### src/rtl/counter_pkg.sv
// Shared types and limits for param_counter: direction and overflow-mode encodings
// plus the upper bound on counter width.
package counter_pkg;

  localparam int unsigned COUNTER_WIDTH_MAX = 32;

  typedef enum logic {
    DIR_DOWN = 1'b0,
    DIR_UP   = 1'b1
  } dir_e;

  typedef enum logic {
    MODE_WRAP = 1'b0,
    MODE_SAT  = 1'b1
  } mode_e;

endpackage

### src/rtl/param_counter.sv
// Up/down counter with terminal count MAX, wrap/saturate modes, load and single-cycle
// over/underflow pulses. Define PARAM_COUNTER_STICKY_EN to enable the sticky flag.
module param_counter
  import counter_pkg::*;
#(
  parameter int unsigned     WIDTH = 4,
  parameter longint unsigned MAX   = (64'd1 << WIDTH) - 64'd1
) (
  input  logic             clk,
  input  logic             reset,
  input  logic             en,
  input  logic             dir,
  input  logic             mode,
  input  logic             load,
  input  logic [WIDTH-1:0] load_val,
  input  logic             clr_sticky,
  output logic [WIDTH-1:0] count,
  output logic             overflow,
  output logic             underflow,
  output logic             sticky_flag
);

  if (WIDTH < 1 || WIDTH > COUNTER_WIDTH_MAX) begin : g_bad_width
    $error("param_counter: WIDTH=%0d outside 1..%0d", WIDTH, COUNTER_WIDTH_MAX);
  end
  if (MAX < 1 || MAX > ((64'd1 << WIDTH) - 64'd1)) begin : g_bad_max
    $error("param_counter: MAX=%0d outside 1..2**WIDTH-1", MAX);
  end

  localparam logic [WIDTH-1:0] MAX_V = MAX[WIDTH-1:0];
  localparam logic [WIDTH-1:0] ONE   = WIDTH'(1);

  dir_e  dir_s;
  mode_e mode_s;
  assign dir_s  = dir_e'(dir);
  assign mode_s = mode_e'(mode);

  logic [WIDTH-1:0] count_q, count_d;
  logic             ovf_q, ovf_d;
  logic             unf_q, unf_d;

  always_comb begin
    count_d = count_q;
    ovf_d   = 1'b0;
    unf_d   = 1'b0;
    if (load) begin
      count_d = (load_val > MAX_V) ? MAX_V : load_val;
    end else if (en) begin
      if (dir_s == DIR_UP) begin
        if (count_q == MAX_V) begin
          ovf_d   = 1'b1;
          count_d = (mode_s == MODE_SAT) ? MAX_V : '0;
        end else begin
          count_d = count_q + ONE;
        end
      end else begin
        if (count_q == '0) begin
          unf_d   = 1'b1;
          count_d = (mode_s == MODE_SAT) ? '0 : MAX_V;
        end else begin
          count_d = count_q - ONE;
        end
      end
    end
  end

  always_ff @(posedge clk or posedge reset) begin
    if (reset) begin
      count_q <= '0;
      ovf_q   <= 1'b0;
      unf_q   <= 1'b0;
    end else begin
      count_q <= count_d;
      ovf_q   <= ovf_d;
      unf_q   <= unf_d;
    end
  end

  assign count     = count_q;
  assign overflow  = ovf_q;
  assign underflow = unf_q;

`ifdef PARAM_COUNTER_STICKY_EN
  logic sticky_q, sticky_d;

  // A new pulse on this edge takes precedence over a simultaneous clear.
  always_comb begin
    sticky_d = sticky_q;
    if (ovf_d || unf_d) begin
      sticky_d = 1'b1;
    end else if (clr_sticky) begin
      sticky_d = 1'b0;
    end
  end

  always_ff @(posedge clk or posedge reset) begin
    if (reset) begin
      sticky_q <= 1'b0;
    end else begin
      sticky_q <= sticky_d;
    end
  end

  assign sticky_flag = sticky_q;
`else
  logic unused_clr_sticky;
  assign unused_clr_sticky = clr_sticky;
  assign sticky_flag       = 1'b0;
`endif

endmodule
### config.mk
export PLATFORM = sky130hd
export DESIGN_NAME = param_counter
export DESIGN_NICKNAME = d
export VERILOG_FILES = /design/src/rtl/counter_pkg.sv /design/src/rtl/param_counter.sv
export SDC_FILE = /design/constraint.sdc
export NUM_CORES = 1
export LEC_CHECK = 0
export CELL_PAD_IN_SITES_DETAIL_PLACEMENT = 1
export CELL_PAD_IN_SITES_GLOBAL_PLACEMENT = 2
export CORE_UTILIZATION = 25
export DETAILED_ROUTE_END_ITERATION = 6
export PLACE_DENSITY = 0.9
export SLEW_MARGIN = 25
export SYNTH_ARGS = -nofsm -noshare
export SYNTH_HDL_FRONTEND = slang
export SYNTH_SLANG_ARGS = --single-unit
### constraint.sdc
create_clock -name clk -period 3.4 [get_ports clk]
set_clock_uncertainty 0.1 [all_clocks]
set_input_delay 0.68 -clock clk [delete_from_list [all_inputs] [get_ports clk]]
set_output_delay 0.68 -clock clk [all_outputs]
set_load 0.05 [all_outputs]
### Word-level counts from Yosys, hierarchy flattened

Cells that the tools add are included.

* bits in registers: 6
* latch bits: 0
* memories kept: 0
* memory bits (writable): 0
* input port bits: 11
* memory bits (read-only): 0

* divide/modulo/power cells: 0
* $add $sub $neg: 2
* bitwise operators: 0
* eq/ne operators: 1
* $mul: 0
* magnitude comparators: 1
* shifts and indexed selects: 0
* mux-type cells: 16
* reduce and logical (&&, ||, !) cells: 2

Operators by type and width (number)
* $mux W4: 8
* $mux W1: 8
* $add A4 B1 Y4 const B: 1
* $eq A4 B4 Y1 const B: 1
* $gt A4 B4 Y1 const B: 1
* $logic_not A4 Y1: 1
* $sub A4 B1 Y4 const B: 1
* $reduce_bool A2 Y1: 1

### Longest topological paths before layout

Gate-level depths: netlist of the first run.

* depth after elaboration: 5
* mapped depth: 6
* gate-level depth less buffers: 6

### Least setup slack after synthesis of the first run

OpenSTA, ideal clock, no wires.

* kind: reg2reg
* start: register count_q[0] (netlist: count[0])
* end: register count_q[3] (netlist: count[3])
* setup time: 0.088 ns
* stages on the path, launching flop included: 7
* data required time: 3.212 ns
* path slack: 1.466 ns
* data arrival time: 1.745 ns
* clock period less this slack: 1.934 ns
* path through: dfrtp_1 > inv_1 > ha_1 > or3_1 > a21oi_1 > o21ai_1 > a41oi_1

* longest elaborated chain between the ends: 5
* elaborated cells between the ends (all ways): 9
* those cells by class: add/sub (2); eq/ne (1); mux (5); reduce/logical (1)

Ends and longest elaborated chain
* from (decl): line param_counter.sv:38 `logic [WIDTH-1:0] count_q, count_d;`
* from (signal assigned): line param_counter.sv:73 `count_q <= count_d;`
* $sub A4 B1 Y4, or another cell as far along: line param_counter.sv:61 `count_d = count_q - ONE;`
* $mux W4, on equally long branches: line param_counter.sv:57, param_counter.sv:50
* $mux W4 *: line param_counter.sv:49 `if (dir_s == DIR_UP) begin`
* $mux W4 *: line param_counter.sv:48 `end else if (en) begin`
* $mux W4 *: line param_counter.sv:46 `if (load) begin`

Mark *: on every way between the ends. The rest lies on a longest branch, timed or not. The select of a mux whose other input is x is not followed.
A chain may end at the register's enable or synchronous reset.

### Worst setup path after layout of the first run

* start: register count_q[2] (netlist: count[2])
* end: output count[2]

RTL lines
* to (decl): line param_counter.sv:17 `output logic [WIDTH-1:0] count,`

No word-level cell between the ends.

==> impl_metrics.csv, run 1 <==
group,metric,value,unit
run_status,status,"complete, no violations",
floorplan,io-pin-count,18,
logic_synthesis,syn_nets,77,
timing,setup_viol,0,
logic_synthesis,ys_seq_elements,6,
grt,antenna_found_initial,0,
clock_network,clock-root-buffer,"clkbuf_4",
logic_synthesis,yosys.area_share.simple,0.224,
clock_network,clock_path_buffers,2,
clock_network,cts_buffers,3,
logic_synthesis,async_flop_share,1.00,
layout,area_delta_synth_final,33.9,%
layout,layout.cells.non_filler,102,
timing,rsz0062_at_grt,"no",
grt,gr-usage-all-layers,0.148,
logic_synthesis,yosys_most_used_dff,"dfrtp_1",
clock_network,htreeDepth,1,
grt,grt_pass1_wl,2210,um
timing,setup_tns,0,ns
logic_synthesis,synth_top_family_by_area,"compound AO/OA/AOI/OAI gates",
route,routedWlPerCell,13.6,um
timing,hold_slack,0.559,ns
route,ant_nets,0,
worst_setup_path,cp_max_fo,13,
layout,fin_util,0.373,
placement,dp_hpwl,1070,um
clock_network,ctsHoldBuffers,0,
placement,placed_cells,99,
clock_network,cts_tree,"built",
logic_synthesis,synth_compound_area_frac,0.279,
logic_synthesis,synth-edff-count,0,
worst_setup_path,critical_path_class,"flip-flop to output pin",
layout,drive_above_1_share,0.0649,
logic_synthesis,yosysSeqAreaShare,0.299,
route,drt_drc_violations_left,0,
logic_synthesis,synth_common_cells,"a21oi_1 (8), inv_1 (7), dfrtp_1 (6), nand2_1 (6), buf_2 (3)",
logic_synthesis,syn_inst,64,
route,via_per_inst,5.15,
worst_setup_path,cp_num_buf_inv,1,
placement,placed_cell_area,649,um2
worst_setup_path,max_stage_delay,0.89,ns
placement,post-place-ws,1.07,ns
worst_setup_path,crit_family,"buffers and inverters",
placement,gp_congestion,0.725,
clock_network,path_clk_slew,0.04,ns
logic_synthesis,synth_area_leaders,"dfrtp_1 (30%), a21oi_1 (8.0%), inv_1 (5.2%)",
route,drt-total-wl,1390,um
hold_path,min_path_type,"input pin to asynchronous set/reset pin",
clock_network,cts_sinks,6,
job,drv_cap,0,
logic_synthesis,synth_xor_area_frac,0,
logic_synthesis,synth_top_area_share,0.299,
logic_synthesis,synth_area_per_cell,7.84,um2
worst_setup_path,startpoint_type,"flip-flop",
logic_synthesis,synthesis.area,502,um2
grt,grt_pass1_vias,492,
worst_setup_path,worst_path_max_delay_cell,"clkdlybuf4s50_1",
floorplan,die_w,46.8,um
worst_setup_path,path_cells,"clkdlybuf4s50_1",
placement,portBuffers,15,
clock_network,cts_setup_buffers,0,
clock_network,ctsResizeCount,0,
logic_synthesis,synth.largest_area_cell,"dfrtp_1",
timing,report.final.slew_viol_count,0,
timing,post-route-min-period,2.50,ns
timing,finalHoldViolations,0,
logic_synthesis,ys_types,29,
clock_network,clkLatencyLatePin,0.24,ns
timing,layout_setup_ws,0.896,ns
floorplan,die_h,46.8,um
power,vdd_drop_max,0.227,mV
grt,grt_overflow,0,
floorplan,die_area,2190,um2
timing,post-route-period-util,0.736,
route,first_iter_violations,1,
worst_setup_path,required,2.62,ns
power,power.total,0.278,mW
logic_synthesis,yosysWarnings,0,
layout,fin_area,672,um2
power,leakage,0.269,nW
logic_synthesis,synth_fa_ha_area_frac,0.0499,
timing,fmax,0.399,GHz
route,firstDrtPassIters,4,
route,via_count,525,
power,pwr_density_cell,413,nW/um2
worst_setup_path,arrival,1.72,ns
worst_setup_path,setup.worst_path.end_class,"output pin",
grt,grt_max_degree,14,
logic_synthesis,post-synth-top-count-cell,"a21oi_1",
floorplan,rows,15,
logic_synthesis,muxShareOfSynthArea,0.0200,
layout,diodes,0,
layout,nets,92,
floorplan,initial_core_util,0.278,
floorplan,design.core.area,1800,um2
[layout by cell type (no fill, tap or decap), types with 3 or more instances in the layout]
cell / synthesis / layout
dfrtp_1: 6 / 6
clkdlybuf4s50_1: 0 / 15
a21oi_1: 8 / 8
clkbuf_4: 0 / 3
inv_1: 7 / 7
nand2_1: 6 / 6
[state kept, by name, indices dropped and copies added (netlist names)]
signal / cells
count: 4
overflow: 1
underflow: 1
[cell families (layout without fill, tap and decap cells)]
logic type                 after synthesis  after routing
other                                    1              1
buffers and inverters                   12             25
muxes                                    1              1
AOI/OAI and AO/OA                       21             21
and+or+nand+nor                         21             21
adders and majority gates                2              2
DFF                                      6              6
[layout make-up]
| type | count | area (um2) |
|---|---|---|
| multi-input combinational | 46 | 292 |
| tap | 25 | 31.3 |
| fill | 232 | 1130 |
| clock buffer | 3 | 22.5 |
| inverter | 7 | 26.3 |
| timing repair buffer | 15 | 150 |
| sequential | 6 | 150 |
[final timing paths]
path	startpoint	endpoint	slack (ns)	depth (start not counted)
max	count[2]$_DFFE_PP0P_	count[2]	0.90	1
min	reset	count[0]$_DFFE_PP0P_	0.56	2
max reg2reg	count[0]$_DFFE_PP0P_	count[3]$_DFFE_PP0P_	1.59	6
min reg2reg	count[0]$_DFFE_PP0P_	count[0]$_DFFE_PP0P_	0.61	1
max in group asynchronous	reset	overflow$_DFF_PP0_	2.45	2
min in group clk	count[0]$_DFFE_PP0P_	count[0]$_DFFE_PP0P_	0.61	1
[routing by layer]
layer,track usage,up-vias,wire length (um)
met4,0.0171,0,0
met2,0.231,16,653
met1,0.191,253,640
li1,-,256,-
met3,0.0731,0,94
met5,0,-,0
[where the power goes]
group / internal (mW) / total [mW] / switching [mW]
clock: 0.0398 / 0.0630 / 0.0233
sequential: 0.0788 / 0.0991 / 0.0203
combinational: 0.0486 / 0.116 / 0.0670
(Power assumes the default switching activity.)
==> run 2, diff against run 1 <==
Settings changed: CORE_UTILIZATION 25 to 23, PLACE_DENSITY 0.9 to 0.84.
Clock period 3.4 ns to 2.5 ns, I/O delays scaled along.
==> run 2 against run 1 <==
Wire length down 4.6%; combinational power up 35%; global-route usage down 2.5 points; cell area up 0.37%; critical endpoint unchanged; clock power up 39%; critical path type unchanged.
==> impl_metrics.csv, run 2 (synthesized netlist as in run 1, its figures left out) <==
group,metric,value,unit
run_status,status,"complete, no violations",
floorplan,io-pin-count,18,
timing,layout_setup_ws,0.190,ns
clock_network,cts_setup_buffers,0,
timing,fmax,0.433,GHz
floorplan,die_w,48.7,um
layout,nets,92,
layout,layout_commonest_cell,"clkdlybuf4s50_1",
floorplan,design.core.area,2000,um2
grt,grt_overflow,0,
route,ant_nets,0,
power,leakage,0.269,nW
job,drv_cap,0,
timing,finalHoldViolations,0,
worst_setup_path,crit_family,"buffers and inverters",
clock_network,ctsResizeCount,0,
worst_setup_path,rrSetupSlack,0.71,ns
worst_setup_path,setup.worst_path.end_class,"output pin",
worst_setup_path,worst_path_max_delay_cell,"clkdlybuf4s50_1",
route,firstDrtPassIters,4,
hold_path,min_path_type,"input pin to asynchronous set/reset pin",
placement,post-place-ws,0.382,ns
placement,gp_congestion,0.725,
worst_setup_path,max_stage_delay,0.89,ns
placement,dp_hpwl,1030,um
worst_setup_path,rr_startpoint,"count[0]$_DFFE_PP0P_",
worst_setup_path,arrival,1.71,ns
clock_network,htreeDepth,1,
worst_setup_path,cp_max_fo,13,
floorplan,rows,16,
floorplan,initial_core_util,0.251,
timing,report.final.slew_viol_count,0,
clock_network,clock_path_buffers,2,
grt,grt_max_degree,14,
grt,grt_pass1_vias,446,
clock_network,path_clk_slew,0.04,ns
route,first_iter_violations,10,
route,drt-total-wl,1320,um
timing,post-route-min-period,2.31,ns
worst_setup_path,path_cells,"clkdlybuf4s50_1",
timing,post-route-period-util,0.924,
layout,layout.cells.non_filler,104,
route,via_count,521,
layout,layout_common_cells,"clkdlybuf4s50_1 (15), a21oi_1 (8), inv_1 (7), nand2_1 (6), dfrtp_1 (6)",
power,pwr_density_cell,561,nW/um2
route,via_per_inst,5.01,
grt,antenna_found_initial,0,
grt,gr-usage-all-layers,0.122,
worst_setup_path,cp_num_buf_inv,1,
power,power.total,0.378,mW
layout,diodes,0,
worst_setup_path,reg2reg_depth,6,
timing,setup_tns,0,ns
clock_network,cts_tree,"built",
worst_setup_path,r2r-end,"count[3]$_DFFE_PP0P_",
clock_network,cts_sinks,6,
layout,largest_reg_flops,4,
timing,setup_viol,0,
layout,drive_above_1_share,0.0649,
clock_network,clock-root-buffer,"clkbuf_4",
worst_setup_path,startpoint_type,"flip-flop",
route,routedWlPerCell,12.7,um
worst_setup_path,critical_path_class,"flip-flop to output pin",
power,vdd_drop_max,0.415,mV
worst_setup_path,required,1.90,ns
clock_network,ctsHoldBuffers,0,
floorplan,die_h,48.7,um
layout,area_delta_synth_final,34.4,%
placement,portBuffers,15,
clock_network,clkLatencyLatePin,0.24,ns
timing,rsz0062_at_grt,"no",
grt,grt_pass1_wl,2190,um
floorplan,die_area,2370,um2
placement,placed_cells,101,
route,drt_drc_violations_left,0,
clock_network,cts_buffers,3,
run 2: cell counts in the layout (fill, tap and decap cells not counted):
Identical to the previous run, type by type.
run 2: where the power goes:
group	internal (mW)	total [mW]	switching, mW	leakage [nW]
registers	0.107	0.134	0.0267	0.0741
clock network	0.0542	0.0876	0.0334	0.0138
logic	0.0661	0.157	0.0905	0.181
run 2: layer usage:
layer  part of all wire  track usage  wire length, um
met5                  0            0                0
met4                  0       0.0294                0
met3              0.063       0.0597               83
met2               0.43        0.167              568
met1               0.51        0.170              672
run 2: worst max path at each step:
| stage | start | to | slack (ns) | depth (start not counted) |
|---|---|---|---|---|
| 2_1_floorplan | count[0]$_DFFE_PP0P_ | count[3]$_DFFE_PP0P_ | 0.57 | 6 |
| 3_5_place_dp | load | count[3]$_DFFE_PP0P_ | 0.38 | 4 |
| 3_3_place_gp | load | count[3]$_DFFE_PP0P_ | 0.38 | 4 |
| 4_1_cts | count[2]$_DFFE_PP0P_ | count[2] | 0.17 | 1 |
| 6_report | count[2]$_DFFE_PP0P_ | count[2] | 0.19 | 1 |
| 5_1_grt | count[2]$_DFFE_PP0P_ | count[2] | 0.11 | 1 |
run 2: final cells by class:
| type | count | area (um2) |
|---|---|---|
| inverter | 7 | 26.3 |
| tap | 27 | 33.8 |
| sequential | 6 | 150 |
| clock buffer | 3 | 22.5 |
| fill | 252 | 1330 |
| timing repair buffer | 15 | 150 |
| multi-input combinational | 46 | 292 |
run 2: per-stage QoR:
stage	cell area (um2)	hold WS, ns	util
2_1_floorplan	502	0.191	-
3_3_place_gp	652	0.591	0.326
3_5_place_dp	652	0.562	0.326
4_1_cts	674	0.365	0.337
5_1_grt	674	0.371	0.337
6_report	674	0.364	0.337
==> run 3, diff against run 2 <==
Clock period 2.5 ns to 2.4 ns, I/O delays scaled along.
==> run 3 against run 2 <==
Non-clock buffer count grew 1; clock power grew 3.5%; highest routed layer is now met4; combinational power grew 9.6%; via count up 0.19%; die area unchanged; hold slack worse by 0.017 ns; largest power group unchanged.
==> impl_metrics.csv, run 3 (synthesized netlist as in run 1, its figures left out) <==
group,metric,value,unit
worst_setup_path,r2r-end,"count[3]$_DFFE_PP0P_",
timing,rsz0062_at_grt,"no",
layout,nets,93,
worst_setup_path,required,1.82,ns
clock_network,clock_path_buffers,2,
timing,post-route-min-period,2.22,ns
floorplan,die_h,48.7,um
clock_network,clkLatencyLatePin,0.24,ns
route,drt-total-wl,1310,um
power,vdd_drop_max,0.276,mV
worst_setup_path,cp_max_fo,10,
layout,drive_above_1_share,0.0769,
layout,diodes,0,
worst_setup_path,crit_family,"buffers and inverters",
grt,grt_overflow,0,
clock_network,htreeDepth,1,
timing,layout_setup_ws,0.183,ns
power,p_comb_frac,0.435,
grt,grt_max_degree,13,
worst_setup_path,critical_path_class,"flip-flop to output pin",
clock_network,path_clk_slew,0.04,ns
floorplan,initial_core_util,0.251,
route,via_count,522,
layout,fin_util,0.341,
placement,post-place-ws,0.305,ns
timing,fmax,0.451,GHz
hold_path,min_path_type,"input pin to asynchronous set/reset pin",
timing,report.final.slew_viol_count,0,
worst_setup_path,setup.worst_path.end_class,"output pin",
layout,largest_reg_flops,4,
layout,layout_common_cells,"clkdlybuf4s50_1 (15), a21oi_1 (8), inv_1 (7), nand2_1 (6), dfrtp_1 (6)",
route,drt_drc_violations_left,0,
route,first_iter_violations,20,
grt,gr-usage-all-layers,0.139,
timing,post-route-period-util,0.924,
worst_setup_path,rrSetupSlack,0.62,ns
power,p_sw_frac,0.393,
job,drv_cap,0,
worst_setup_path,rr_startpoint,"count[0]$_DFFE_PP0P_",
floorplan,design.core.area,2000,um2
placement,portBuffers,15,
clock_network,clock-root-buffer,"clkbuf_4",
clock_network,ctsResizeCount,0,
power,leakage,0.274,nW
clock_network,cts_buffers,3,
timing,hold_slack,0.348,ns
timing,finalHoldViolations,0,
timing,relSlewSlack,0.667,
power,p_clk_frac,0.229,
clock_network,cts_tree,"built",
worst_setup_path,path_cells,"clkdlybuf4s50_1",
layout,layout_commonest_cell,"clkdlybuf4s50_1",
power,p_int,0.240,mW
placement,gp_congestion,0.736,
floorplan,die_area,2370,um2
power,p_seq_frac,0.335,
power,pwr_density_cell,580,nW/um2
grt,antenna_found_initial,0,
run_status,status,"complete, no violations",
worst_setup_path,arrival,1.64,ns
floorplan,io-pin-count,18,
grt,grt_pass1_wl,2480,um
worst_setup_path,startpoint_type,"flip-flop",
worst_setup_path,cp_num_buf_inv,1,
timing,setup_viol,0,
worst_setup_path,worst_path_max_delay_cell,"clkdlybuf4s50_1",
route,via_per_inst,4.97,
grt,grt_pass1_vias,513,
placement,dp_hpwl,1030,um
floorplan,rows,16,
clock_network,ctsHoldBuffers,0,
route,firstDrtPassIters,4,
route,ant_nets,0,
clock_network,cts_setup_buffers,0,
floorplan,die_w,48.7,um
route,routedWlPerCell,12.5,um
worst_setup_path,reg2reg_depth,6,
worst_setup_path,max_stage_delay,0.87,ns
layout,area_delta_synth_final,35.9,%
timing,tightest_slew,0.499,ns
power,net-switching-power,0.156,mW
timing,setup_tns,0,ns
clock_network,cts_sinks,6,
## run 3: cell count changes in the layout (fill, tap and decap cells not counted), sizes merged
cell / change
buf: +1
## run 3: worst max-delay path by stage
stage | end | startpoint | slack (ns) | cells past startpoint
2_1_floorplan | count[3]$_DFFE_PP0P_ | count[0]$_DFFE_PP0P_ | 0.47 | 6
3_3_place_gp | count[3]$_DFFE_PP0P_ | load | 0.30 | 4
3_5_place_dp | count[3]$_DFFE_PP0P_ | load | 0.30 | 4
4_1_cts | count[3] | count[3]$_DFFE_PP0P_ | 0.18 | 1
5_1_grt | count[3] | count[3]$_DFFE_PP0P_ | 0.08 | 1
6_report | count[3] | count[3]$_DFFE_PP0P_ | 0.18 | 1
## run 3: area by class of cell
class / count / area, um2
Clock buffer: 3 / 22.5
Fill cell: 250 / 1320
Inverter: 7 / 26.3
Multi-Input combinational cell: 46 / 292
Sequential cell: 6 / 150
Tap cell: 27 / 33.8
Timing Repair Buffer: 16 / 158
## run 3: metal layers
metal  share of wire  track usage  vias to the layer above
met2            0.44        0.197                       16
met5               0            0                        -
met4           0.018       0.0588                        0
met3           0.055       0.0597                        5
met1            0.48        0.182                      242
li1                -            -                      259
## run 3: through the flow
step / power (mW) / std cells / cell area, um2
final: 0.395 / 105 / 682
after global routing: 0.434 / 105 / 682
after CTS: 0.403 / 105 / 682
after detailed placement: 0.307 / 102 / 659
after global placement: 0.306 / 102 / 659
after floorplan: 0.255 / 64 / 502
## run 3: power groups by stage
stage | Combinational, mW | Sequential, mW | Clock [mW]
3_3_place_gp | 0.172 | 0.134 | 0
2_1_floorplan | 0.0920 | 0.163 | 0
4_1_cts | 0.174 | 0.132 | 0.0962
3_5_place_dp | 0.173 | 0.134 | 0
5_1_grt | 0.189 | 0.136 | 0.109
6_report | 0.172 | 0.133 | 0.0907
==> RTL edit 1, RTL diff (config.mk and constraints of run 3) <==
The parameter `WIDTH` goes from 4 to 3.
--- a/src/rtl/param_counter.sv
+++ b/src/rtl/param_counter.sv
@@ -3,7 +3,7 @@
 module param_counter
   import counter_pkg::*;
 #(
-  parameter int unsigned     WIDTH = 4,
+  parameter int unsigned     WIDTH = 3,
   parameter longint unsigned MAX   = (64'd1 << WIDTH) - 64'd1
 ) (
   input  logic             clk,
Ports: changed (resized count and load_val); port bits go from 18 to 16. The function was not compared with the original's and may differ.
==> RTL edit 1 against run 3 <==
The flow now finishes with violations (design-rule violations); routed wire length shrank 34%; sequential power down 24%; synthesized cell count down 28%; hold slack worse by 0.58 ps; largest power group unchanged; synthesized area fell by 21%; core utilization up 2.1 points; cell count down 26%; register-to-register slack better by 110 ps; sequential cell count down 1; power is 20% lower; setup slack improved by 86 ps; final area shrank 17%; clock power grew 2%.
==> RTL edit 1: results <==
export IMPL_status="finished with violations"
export IMPL_violations="design-rule violations"
export IMPL_grt_pass1_vias=394
export IMPL_grt_max_degree=9
export IMPL_dpl_worst_slack_ps=487.8
export IMPL_drt_pass1_iter_count=7
export IMPL_synth_cell_types=21
export IMPL_irDropWorstVdd_mv=0.1312
export IMPL_first_iter_violations=7
export IMPL_dpl_cell_area_um2=538.0
export IMPL_p_int_w=0.0002072
export IMPL_portBuffers=13
export IMPL_drive_gt1_share_pct=6.452
export IMPL_fillers=200
export IMPL_finalNetCount=78
export IMPL_gp_congestion=0.7328
export IMPL_via_per_inst=4.436
export IMPL_ys_top_cells_by_area="dfrtp_1, ha_1, nand2_1, mux2i_1, nand2b_1"
export IMPL_drc=4
export IMPL_synthTopCellsByCount="nand2_1, dfrtp_1, ha_1"
export IMPL_largest_register_ffs=3
export IMPL_synth_net_count=61
export IMPL_critical_path_max_stage_delay_ps=850
export IMPL_synthCells=46
export IMPL_dp_cells=74
export IMPL_grt_total_usage_pct=11.34
export IMPL_pwr_share_seq_pct=32.1
export IMPL_vias=346
==> RTL edit 1: cells by family (layout without fill, tap and decap cells) <==
kind of cell | Yosys count | in the layout | share of synthesized area, %
other | 1 | 1 | 0.9485
muxes | 2 | 2 | 5.063
AOI/OAI and AO/OA | 10 | 10 | 16.77
and+or+nand+nor | 18 | 18 | 24.05
buffers and inverters | 5 | 21 | 5.696
adders and majority gates | 5 | 5 | 15.82
DFF | 5 | 5 | 31.65
==> RTL edit 1: cell type report <==
type	instances	share of cell area, %
multi-input cells	36	43.90
inverters	4	2.661
repair buffers	13	23.06
flip-flops and latches	5	22.17
clock buffers	4	4.656
well taps	16	3.548
==> RTL edit 1: metal layers <==
metal | global-route usage (%) | up-vias | part of all wire [%]
met2 | 18.48 | 12 | 46
li1 | - | 188 | -
met3 | 2.500 | 0 | 5.3
met1 | 14.87 | 146 | 48
met5 | 0 | - | 0
met4 | 3.750 | 0 | 0
==> RTL edit 1: worst paths after layout <==
path | start | to | slack [ps] | cells past startpoint
setup / recovery | count[2] | count[2] | 270 | 1
hold / removal | reset | count[1] | 350 | 2
setup reg to reg | count[0] | count[2] | 730 | 6
hold reg to reg | count[1] | count[1] | 550 | 2
max in group asynchronous | reset | count[0] | 1680 | 2
min in group clk | count[1] | count[1] | 550 | 2
==> RTL edit 1: power groups by stage <==
stage | clock, W | combinational [W] | sequential (W)
finish | 0.0000926 | 0.000121 | 0.000101
global route | 0.000106 | 0.000133 | 0.000103
CTS | 0.0000973 | 0.000123 | 0.000102
detailed placement | 0 | 0.000122 | 0.000103
global placement | 0 | 0.000120 | 0.000103
floorplan | 0 | 0.0000573 | 0.000124
==> RTL edit 2, RTL diff (settings of run 3) <==
Made on the original files. Put one more register stage on the output `overflow`, with the module's reset. The value now appears one clock later. The other outputs are not delayed to match.
--- a/src/rtl/param_counter.sv
+++ b/src/rtl/param_counter.sv
@@ -77,7 +77,13 @@
   end
 
   assign count     = count_q;
-  assign overflow  = ovf_q;
+  always_ff @(posedge clk or posedge reset) begin
+    if (reset) begin
+      overflow <= '0;
+    end else begin
+      overflow <= ovf_q;
+    end
+  end
   assign underflow = unf_q;
 
 `ifdef PARAM_COUNTER_STICKY_EN
Behaviour: not the same (a bounded check fails within 4 cycles, from zero or initial values and one cycle with reset high).
==> RTL edit 2 against run 3 <==
Sequential cell count rose by 1; non-clock buffer count stayed put; synthesized area is 5.5% higher; power shrank 2.6%; setup slack improved by 23 ps; routed wire length is 6.0% lower; largest power group is now sequential cells; register-to-register slack worse by 30 ps; final area up 4.6%.
==> RTL edit 2: results <==
export IMPL_gp_congestion=0.7442
export IMPL_first_iter_violations=10
export IMPL_grt_total_usage_pct=10.83
export IMPL_synthTopCellsByCount="nor2_1, dfrtp_1, inv_1"
export IMPL_grt_max_degree=12
export IMPL_cts_setup_buffers=0
export IMPL_synth_cell_types=30
export IMPL_r2r_end="count[3]"
export IMPL_synth_net_count=76
export IMPL_period_minus_slack_ps=2194
export IMPL_status="finished, final reports clean"
export IMPL_irDropWorstVdd_mv=0.2850
export IMPL_dpl_worst_slack_ps=362.1
export IMPL_leakage_nw=0.2922
export IMPL_hpwlAfterDp_um=991
export IMPL_avgSynthCellArea_um2=8.401
export IMPL_ys_top_cells_by_area="dfrtp_1, nor2_1, ha_1, nand2b_1, mux2_2"
export IMPL_vias=514
export IMPL_grt_pass1_vias=478
export IMPL_via_per_inst=4.849
export IMPL_cp_max_fo=11
export IMPL_worstHoldPathType="flop to flop"
export IMPL_wl_um=1230
export IMPL_finalNetCount=92
export IMPL_grt_pass1_wl_um=1994
RTL edit 2: worst max-delay path by stage:
stage                     to      from  slack (ps)  cells past startpoint
global placement    count[2]       dir         360                      5
detailed placement  count[2]       dir         360                      5
global route        count[2]  count[2]         120                      1
floorplan           count[2]  count[0]         440                      5
finish              count[2]  count[2]         210                      1
CTS                 count[3]  count[3]         190                      1
RTL edit 2: final cells by class:
type                    count  area, µm²
clock buffers               4      26.28
flip-flops and latches      7      175.2
fillers                   263       1478
well taps                  28      35.03
repair buffers             16      157.7
multi-input cells          46      300.3
inverters                   5      18.77
RTL edit 2: cells by family (layout without fill, tap and decap cells):
kind of cell    after synthesis  in the layout  synth area share (%)
other cells                   1              1                0.7085
fa+ha+maj                     2              2                 4.727
buf+inv                      10             25                 10.16
flops                         7              7                 33.10
mux                           2              2                 4.255
simple gates                 25             25                 25.06
compound gates               16             16                 21.99
RTL edit 2: worst reg2reg max path, delay by kind of cell (launching register included):
kind	cells	cell delay [ps]
flops	1	450
compound gates	2	440
simple gates	2	320
fa+ha+maj	1	260
buf+inv	1	100
RTL edit 2: metrics by stage:
step	cell area, µm²	hold WS, ps
detailed placement	686.9	236.2
global route	713.2	258.9
floorplan	529.3	183.4
global placement	686.9	232.5
finish	713.2	244.4
CTS	713.2	247.6
RTL edit 2: layer usage:
metal  GRT usage, %  wire length (µm)
met2          19.14               603
met5              0                 0
met3          5.556                70
met4              0                 0
met1          12.22               556
RTL edit 2: power breakdown:
part           internal [W]  switching [W]
clock network     0.0000630      0.0000370
registers          0.000127      0.0000183
logic             0.0000601      0.0000799
